### config.mk
export PLATFORM = sky130hd
export DESIGN_NAME = fan_pwm_gen
export DESIGN_NICKNAME = d
export VERILOG_FILES = /design/src/rtl/fan_pwm_gen.sv
export SDC_FILE = /design/constraint.sdc
export NUM_CORES = 1
export LEC_CHECK = 0
export ABC_AREA = 1
export BUFFER_PORTS_ARGS = -buffer_cell sky130_fd_sc_hd__clkbuf_2
export CAP_MARGIN = 5
export CORE_MARGIN = 4
export CORE_UTILIZATION = 25
export DETAILED_ROUTE_END_ITERATION = 8
export PLACE_DENSITY = 0.43
export SYNTH_ARGS = -nofsm -noshare
export SYNTH_HDL_FRONTEND = slang
export SYNTH_SLANG_ARGS = --single-unit
### constraint.sdc
create_clock -name clk_i -period 5.95 [get_ports clk_i]
set_input_delay 0.595 -clock clk_i [delete_from_list [all_inputs] [get_ports clk_i]]
set_output_delay 0.595 -clock clk_i [all_outputs]
set_load 0.02 [all_outputs]
### src/rtl/fan_pwm_gen.sv
// fan_pwm_gen: turns the signed PID controller output into a glitch-free fan PWM.
// The target duty is floored to MIN_DUTY, kick-started at full speed when the fan
// leaves standstill, and slew-limited once running. All updates land on period
// boundaries so the waveform never produces runt pulses.
//
// Ports:
//   clk_i          clock
//   rstn_i         asynchronous active-low reset
//   en_i           synchronous enable; low holds the block idle
//   PID_val_i      signed controller output (ADC_BITWIDTH+1 bits)
//   PID_valid_i    one-cycle strobe that latches PID_val_i
//   pwm_o          registered PWM waveform
//   period_strb_o  one-cycle pulse in the first clock of every period
//   duty_o         duty currently applied
//   kick_o         high while the kick-start is in progress
module fan_pwm_gen #(
    parameter int unsigned ADC_BITWIDTH = 8,
    parameter int unsigned CLK_DIV      = 2,
    parameter int unsigned MIN_DUTY     = 32,
    parameter int unsigned SLEW_STEP    = 16,
    parameter int unsigned KICK_PERIODS = 4
) (
    input  logic                      clk_i,
    input  logic                      rstn_i,
    input  logic                      en_i,
    input  logic signed [ADC_BITWIDTH:0] PID_val_i,
    input  logic                      PID_valid_i,
    output logic                      pwm_o,
    output logic                      period_strb_o,
    output logic [ADC_BITWIDTH-1:0]   duty_o,
    output logic                      kick_o
);
    localparam int unsigned N   = ADC_BITWIDTH;
    localparam int unsigned NW1 = N + 1;
    localparam int unsigned PW  = (CLK_DIV > 1) ? $clog2(CLK_DIV) : 1;
    localparam int unsigned KW  = (KICK_PERIODS > 1) ? $clog2(KICK_PERIODS) : 1;

    localparam logic [N-1:0]   DUTY_FULL = {N{1'b1}};
    localparam logic [N-1:0]   CNT_LAST  = DUTY_FULL - N'(1);
    localparam logic [N-1:0]   MIN_D     = N'(MIN_DUTY);
    localparam logic [N:0]     SLEW      = NW1'(SLEW_STEP);
    localparam logic [PW-1:0]  PRE_LAST  = PW'(CLK_DIV - 1);
    localparam logic [KW-1:0]  KICK_INIT = KW'((KICK_PERIODS > 0) ? KICK_PERIODS - 1 : 0);

    localparam logic [1:0] ST_OFF  = 2'd0;
    localparam logic [1:0] ST_KICK = 2'd1;
    localparam logic [1:0] ST_RUN  = 2'd2;

    logic [1:0]    state_q, state_d;
    logic [N-1:0]  duty_q, duty_d;
    logic [N-1:0]  target_q, target_d;
    logic [N-1:0]  cnt_q, cnt_d;
    logic [PW-1:0] pre_q, pre_d;
    logic [KW-1:0] kcnt_q, kcnt_d;
    logic          pwm_q, pwm_d;
    logic          strb_q, strb_d;
    logic          kick_q, kick_d;

    logic          tick;
    logic          boundary;
    logic [N-1:0]  ct;
    logic [N:0]    diff;
    logic [N:0]    step;
    logic [N:0]    duty_up;
    logic [N:0]    duty_dn;

    // Target latch: non-positive controller output means "fan off".
    always_comb begin
        target_d = target_q;
        if (PID_valid_i) begin
            target_d = (PID_val_i[N] || (PID_val_i == '0)) ? '0 : PID_val_i[N-1:0];
        end
    end

    // Any nonzero target is raised to the minimum duty the fan can sustain.
    assign ct = (target_q == '0) ? '0 : ((target_q < MIN_D) ? MIN_D : target_q);

    // Prescaler and PWM counter; both parked at zero while disabled.
    assign tick     = (pre_q == PRE_LAST);
    assign boundary = en_i && tick && (cnt_q == CNT_LAST);

    always_comb begin
        pre_d = '0;
        cnt_d = '0;
        if (en_i) begin
            pre_d = tick ? '0 : pre_q + PW'(1);
            cnt_d = cnt_q;
            if (tick) begin
                cnt_d = (cnt_q == CNT_LAST) ? '0 : cnt_q + N'(1);
            end
        end
    end

    // Slew arithmetic in N+1 bits so the step never wraps.
    always_comb begin
        diff    = (ct > duty_q) ? ({1'b0, ct} - {1'b0, duty_q}) : ({1'b0, duty_q} - {1'b0, ct});
        step    = (diff < SLEW) ? diff : SLEW;
        duty_up = {1'b0, duty_q} + step;
        duty_dn = {1'b0, duty_q} - step;
    end

    // State machine: only evaluated at period boundaries.
    always_comb begin
        state_d = state_q;
        duty_d  = duty_q;
        kcnt_d  = kcnt_q;
        if (!en_i) begin
            state_d = ST_OFF;
            duty_d  = '0;
            kcnt_d  = '0;
        end else if (boundary) begin
            case (state_q)
                ST_OFF: begin
                    if (ct != '0) begin
                        if (KICK_PERIODS > 0) begin
                            state_d = ST_KICK;
                            duty_d  = DUTY_FULL;
                            kcnt_d  = KICK_INIT;
                        end else begin
                            state_d = ST_RUN;
                            duty_d  = ct;
                        end
                    end
                end
                ST_KICK: begin
                    if (ct == '0) begin
                        state_d = ST_OFF;
                        duty_d  = '0;
                        kcnt_d  = '0;
                    end else if (kcnt_q != '0) begin
                        kcnt_d = kcnt_q - KW'(1);
                    end else begin
                        state_d = ST_RUN;
                        duty_d  = ct;
                    end
                end
                ST_RUN: begin
                    if (ct == '0) begin
                        // Stop is immediate; the slew limiter is bypassed.
                        state_d = ST_OFF;
                        duty_d  = '0;
                    end else if (ct > duty_q) begin
                        duty_d = N'(duty_up);
                    end else begin
                        duty_d = N'(duty_dn);
                    end
                end
                default: begin
                    state_d = ST_OFF;
                    duty_d  = '0;
                    kcnt_d  = '0;
                end
            endcase
        end
    end

    // Output registers: pwm aligned with the count it will be shown against.
    always_comb begin
        pwm_d  = en_i && (cnt_d < duty_d);
        strb_d = boundary;
        kick_d = (state_d == ST_KICK);
    end

    // State register.
    always_ff @(posedge clk_i or negedge rstn_i) begin
        if (!rstn_i) begin
            state_q  <= ST_OFF;
            duty_q   <= '0;
            target_q <= '0;
            cnt_q    <= '0;
            pre_q    <= '0;
            kcnt_q   <= '0;
            pwm_q    <= 1'b0;
            strb_q   <= 1'b0;
            kick_q   <= 1'b0;
        end else begin
            state_q  <= state_d;
            duty_q   <= duty_d;
            target_q <= target_d;
            cnt_q    <= cnt_d;
            pre_q    <= pre_d;
            kcnt_q   <= kcnt_d;
            pwm_q    <= pwm_d;
            strb_q   <= strb_d;
            kick_q   <= kick_d;
        end
    end

    assign pwm_o         = pwm_q;
    assign period_strb_o = strb_q;
    assign duty_o        = duty_q;
    assign kick_o        = kick_q;

endmodule

== Yosys cells after proc, flatten, opt, wreduce, memory -nomap -nowiden ==
Cells that the tools add are included.

* Reduce and logical (&&, ||, !) cells: 11
* Muxes and demuxes: 31
* Add/sub/neg operators: 7
* Magnitude comparators: 4
* Eq/ne operators: 8

{| class="wikitable"
|+ Operators by type and width
! cell !! number
|-
| $mux W8 || 14
|-
| $pmux W8 S3 || 1
|-
| $mux W2 || 11
|-
| $sub A8 B8 Y9 || 2
|-
| $logic_not A8 Y1 || 2
|-
| $pmux W2 S3 || 2
|-
| $logic_not A9 Y1 || 1
|-
| $lt A9 B5 Y1 const B || 1
|-
| $mux W9 || 1
|-
| $add A8 B1 Y8 const B || 1
|-
| $add A8 B8 Y8 || 1
|-
| $eq A8 B8 Y1 const B || 1
|-
| $gt A8 B8 Y1 || 1
|-
| $lt A8 B6 Y1 const B || 1
|-
| $lt A8 B8 Y1 || 1
|-
| $reduce_bool A8 Y1 || 1
|-
| $sub A8 B8 Y8 || 1
|-
| $eq A2 B1 Y1 const B || 2
|-
| $ne A4 B4 Y1 const B || 1
|-
| $reduce_and A4 Y1 || 1
|-
| $logic_and A1 B1 Y1 || 3
|-
| $ne A3 B3 Y1 const B || 1
|-
| $eq A2 B2 Y1 const B || 1
|-
| $logic_not A2 Y1 || 1
|-
| other kinds (7) || 8
|}

* Input port bits: 13
* Register bits after elaboration: 32

== Depth between registers and ports, before layout ==
* Depth in word-level cells: 15
* Gate-level depth with buffers: 47

== Worst setup path after synthesis ==
Ideal clock, no wire load.

* Path type: reg2reg
* From: register target_q[7]
* To: register pwm_q, in the netlist pwm_o
* Cell stages (with the launch flop): 44
* Period minus slack after synthesis: 5.161 ns
* Arrival time: 5.083 ns
* Path buffers: 0
* Path slack: 0.789 ns
* Path through: dfrtp_1 > nor2_1 > nand2_1 > inv_1 > nand4_1 > inv_1 > a21oi_1 > ha_1 > nand2_1 > inv_1 > a21oi_1 > nand2_1 > nand2_1 > nand2_1 > nor2_1 > nand2_1 > nand2_1 > nand3_2 > [8 not listed] > o21ai_0 > nand2_1 > nand2_1 > a21oi_1 > nor2_1 > o21ai_0 > nand3_1 > nand2_1 > inv_1 > nand2_1 > nand2_1 > nand2_1 > nand2_1 > a21oi_1 > ha_1 > a211oi_1 > nand3_1 > a21oi_1

* Word-level cells in the longest chain between the ends: 15
* Elaborated cells on any way between the ends: 24
* Classes of those cells: add/sub: 4; order compare: 4; mux: 12; reduce/logical: 4

{| class="wikitable"
|+ RTL lines
! element !! RTL line !! source
|-
| from (decl) || 51 || <nowiki>logic [N-1:0] target_q, target_d;</nowiki>
|-
| from (signal assigned) || 179 || <nowiki>target_q <= target_d;</nowiki>
|-
| $lt A8 B6 Y1 || 76 || <nowiki>assign ct = (target_q == '0) ? '0 : ((target_q < MIN_D) ? MIN_D : target_q);</nowiki>
|-
| $mux W8 || 76 ||
|-
| $mux W8 (*) || 76 ||
|-
| $sub A8 B8 Y9 / $gt A8 B8 Y1 (equally long branches) || 96, 142 ||
|-
| $mux W9 || 96 || <nowiki>diff = (ct > duty_q) ? ({1'b0, ct} - {1'b0, duty_q}) : ({1'b0, duty_q} - {1'b0, ct});</nowiki>
|-
| $lt A9 B5 Y1 || 97 || <nowiki>step = (diff < SLEW) ? diff : SLEW;</nowiki>
|-
| $mux W8 || 97 ||
|-
| $sub A8 B8 Y8 / $add A8 B8 Y8 (equally long branches) || 99, 98 ||
|-
| $mux W8 || 142 || <nowiki>end else if (ct > duty_q) begin</nowiki>
|-
| $mux W8 || 138 || <nowiki>if (ct == '0) begin</nowiki>
|-
| $pmux W8 S3 (*) || 112 || <nowiki>case (state_q)</nowiki>
|-
| $mux W8 (*) || 111 || <nowiki>end else if (boundary) begin</nowiki>
|-
| $mux W8 (*) || 107 || <nowiki>if (!en_i) begin</nowiki>
|-
| $lt A8 B8 Y1 (*) || 159 || <nowiki>pwm_d = en_i && (cnt_d < duty_d);</nowiki>
|-
| $logic_and A1 B1 Y1 (*) || 159 ||
|-
| via pwm_d || 55 || <nowiki>logic pwm_q, pwm_d;</nowiki>
|-
| to (signal assigned) || 183 || <nowiki>pwm_q <= pwm_d;</nowiki>
|-
| to (decl) || 55 ||
|}

The timed path passes the listed nets; every way through them passes the cells marked *.
A chain may end at the register's enable or synchronous reset.

== Final worst setup path ==
Same ends and word-level chain as after synthesis.

==> impl_metrics.yaml <==
detailed_routing:
  wl_per_cell_um: 13.4
  viasPerCell: 4.52
  totalWireLength_um: 9300
  drc_errors: 0
  vias: 3137
  drtIter0Drc: 160
  postRouteAntennaNets: 0
  dr.pass1.iters: 4
clock_network:
  tritoncts: "built"
  clock-sinks: 32
  htree_levels: 2
  path_clk_slew_ns: 0.05
  cts-root-buf: "clkbuf_16"
  cts_made_buffers: 5
  cts_buffer_depth: 2
  postCtsHoldBufs: 0
  insertion_delay_ns: 0.27
synthesis:
  yosys_warnings: 0
  synth_seq_cells: 32
  syn_inst: 489
  yosysMostFrequentCell: "nand2_1"
  syn_avg_cell_area_um2: 6.58
  synth_top_area_frac: 0.249
  async_flop_share: 1.00
  netlist_area_um2: 3220
  synth_edf_count: 0
  synthDistinctLibCells: 41
  synthTopCellsByArea: "dfrtp_1, nand2_1, ha_1"
  synth_common_cells: "nand2_1, inv_1, nor2_1, ha_1, dfrtp_1"
  yosysTopAreaCell: "dfrtp_1"
  syn_nets: 539
  seq_area_frac_synth: 0.249
  synthFlopType: "dfrtp_1"
placed_design:
  io_buffers: 23
  routabilityCongestion: 0.869
  dp_hpwl_um: 7720
setup_path:
  cp-end-kind: "flip-flop"
  startpoint_type: "flip-flop"
  max_stage_delay_ns: 0.42
  cp_common_cell: "nand2_1"
  worstPathRequired_ns: 6.15
  slowest_stage: "fa_2"
  path_class: "flip-flop to flip-flop"
  critPathArrivalTime_ns: 5.67
  crit_path_max_fanout: 6
floorplan:
  initial_core_util: 0.255
  die_w_um: 121
  num_io_pins: 24
  die_h_um: 121
  die-area_um2: 14800
  coreArea_um2: 12600
  rows: 41
outcome:
  status: "complete, no violations"
final_layout:
  syn_to_final_growth_pct: 18.2
  layout.nets: 572
  antenna_cells: 0
  drive_above_1_share: 0.149
  utilization: 0.301
global_route:
  grt_usage: 0.131
  grt_remaining_overflow: 0
  use_met3: 0.0159
  antenna_found_initial: 0
  grt_pass1_wl_um: 15400
  grt_pass1_vias: 3027
  grt_use_met2: 0.217
  grt_max_degree: 33
  busiest_layer: "met2"
  use_met1: 0.181
sta:
  timing.fmax_mhz: 183
  timing.final.hold_violations: 0
  tightest_slew_ns: 0.840
  fin_tns_setup_ns: 0
  setup_viol: 0
  maxSlewHeadroom: 0.440
  period_share: 0.919
  drv_slew: 0
  rsz0062_at_grt: "no"
  skew_ns: 0.00603
  period_minus_slack_ns: 5.47
pwr:
  power_density_nw_per_um2: 217
  peakVddDrop_mv: 0.104
  leakagePower_nw: 1.97
min_path:
  hold_class: "primary input to asynchronous set/reset pin"
flow_run:
  maxCapViolCount: 0
## state kept, by name (all words and copies together) (netlist names)
signal	cells
target_q	8
cnt_q	8
state_q	2
pre_q	1
duty_o	8
kick_o	1
period_strb_o	1
kcnt_q	2
pwm_o	1
## where the power goes
part | internal, mW | switching (mW) | leakage (nW)
Sequential | 0.224 | 0.00374 | 0.437
Clock | 0.151 | 0.0894 | 0.0657
Combinational | 0.129 | 0.228 | 1.47
Total | 0.504 | 0.321 | 1.97
## routing by layer
metal  routed length [µm]  share of wire
met1                 4630           0.50
met2                 4320           0.46
met3                  207          0.022
met4                  133          0.014
met5                    0              0
## placed cells by master, fill, tap and decap left out, drive strengths merged, types with 3 or more instances in the layout
cell,Yosys,routed
a211oi,3,3
nand3,23,23
clkbuf,6,28
o22ai,12,12
xnor2,3,3
ha,34,34
a22oi,3,3
xor2,7,7
nor2,52,52
a21oi,32,32
nand4,3,3
nand2,126,126
o21ai,29,29
dfrtp,32,32
nor3,5,5
nor4,3,3
inv,97,97
buf,2,11
fa,3,3
## kinds of logic (layout without fill, tap and decap cells)
family,count (synthesis),in the layout,share of synthesized area
xor gates and xnor gates,10,10,0.0272
AOI/OAI and AO/OA,89,89,0.161
adders and majority gates,37,37,0.151
and+or+nand+nor,216,216,0.288
buffers and inverters,105,138,0.125
DFF,32,32,0.249
## final cells by class
class	instances	area, µm²
fill	1417	8820
multi-input combinational	352	2080
sequential	32	801
inverter	97	369
tap	172	215
timing repair buffer	34	198
clock buffer	5	125
clock inverter	2	12.5
## worst max-delay path, delay by kind of cell (launching register included)
family | cells | cell delay (ns)
xor+xnor | 1 | 0.17
fa+ha+maj | 5 | 1.46
flops | 1 | 0.39
buf+inv | 8 | 0.55
simple gates | 23 | 1.95
compound gates | 6 | 0.87
## stage by stage
step / setup slack [ns] / total power, mW / area [µm²] / hold slack, ns / cells
2_1_floorplan: 0.789 / 0.481 / 3220 / 0.299 / 489
3_3_place_gp: 0.360 / 0.566 / 3560 / 0.507 / 682
3_5_place_dp: 0.294 / 0.566 / 3560 / 0.506 / 682
4_1_cts: 0.283 / 0.813 / 3700 / 0.448 / 689
5_1_grt: 0.00257 / 0.894 / 3800 / 0.492 / 694
6_report: 0.480 / 0.825 / 3800 / 0.419 / 694
## path summary, 6_finish.rpt
path                            cells past startpoint         to  slack [ns]         from
worst min register to register                      1      pre_q        0.51        pre_q
worst max register to register                     43      pwm_o        0.48  target_q[7]
worst min-delay path                                1  kcnt_q[1]        0.42       rstn_i
worst max-delay path                               43      pwm_o        0.48  target_q[7]
max in group asynchronous                           1  duty_o[2]        5.00       rstn_i
min in group clk_i                                  1      pre_q        0.51        pre_q
## timing repair
action / CTS / global route
endpoints found under the hold margin: 0 / 0
buffers inserted: 0 / 5
gates resized for setup: 0 / 22
setup endpoints to repair: 0 / 1
Power figures use the tool's default switching activity.
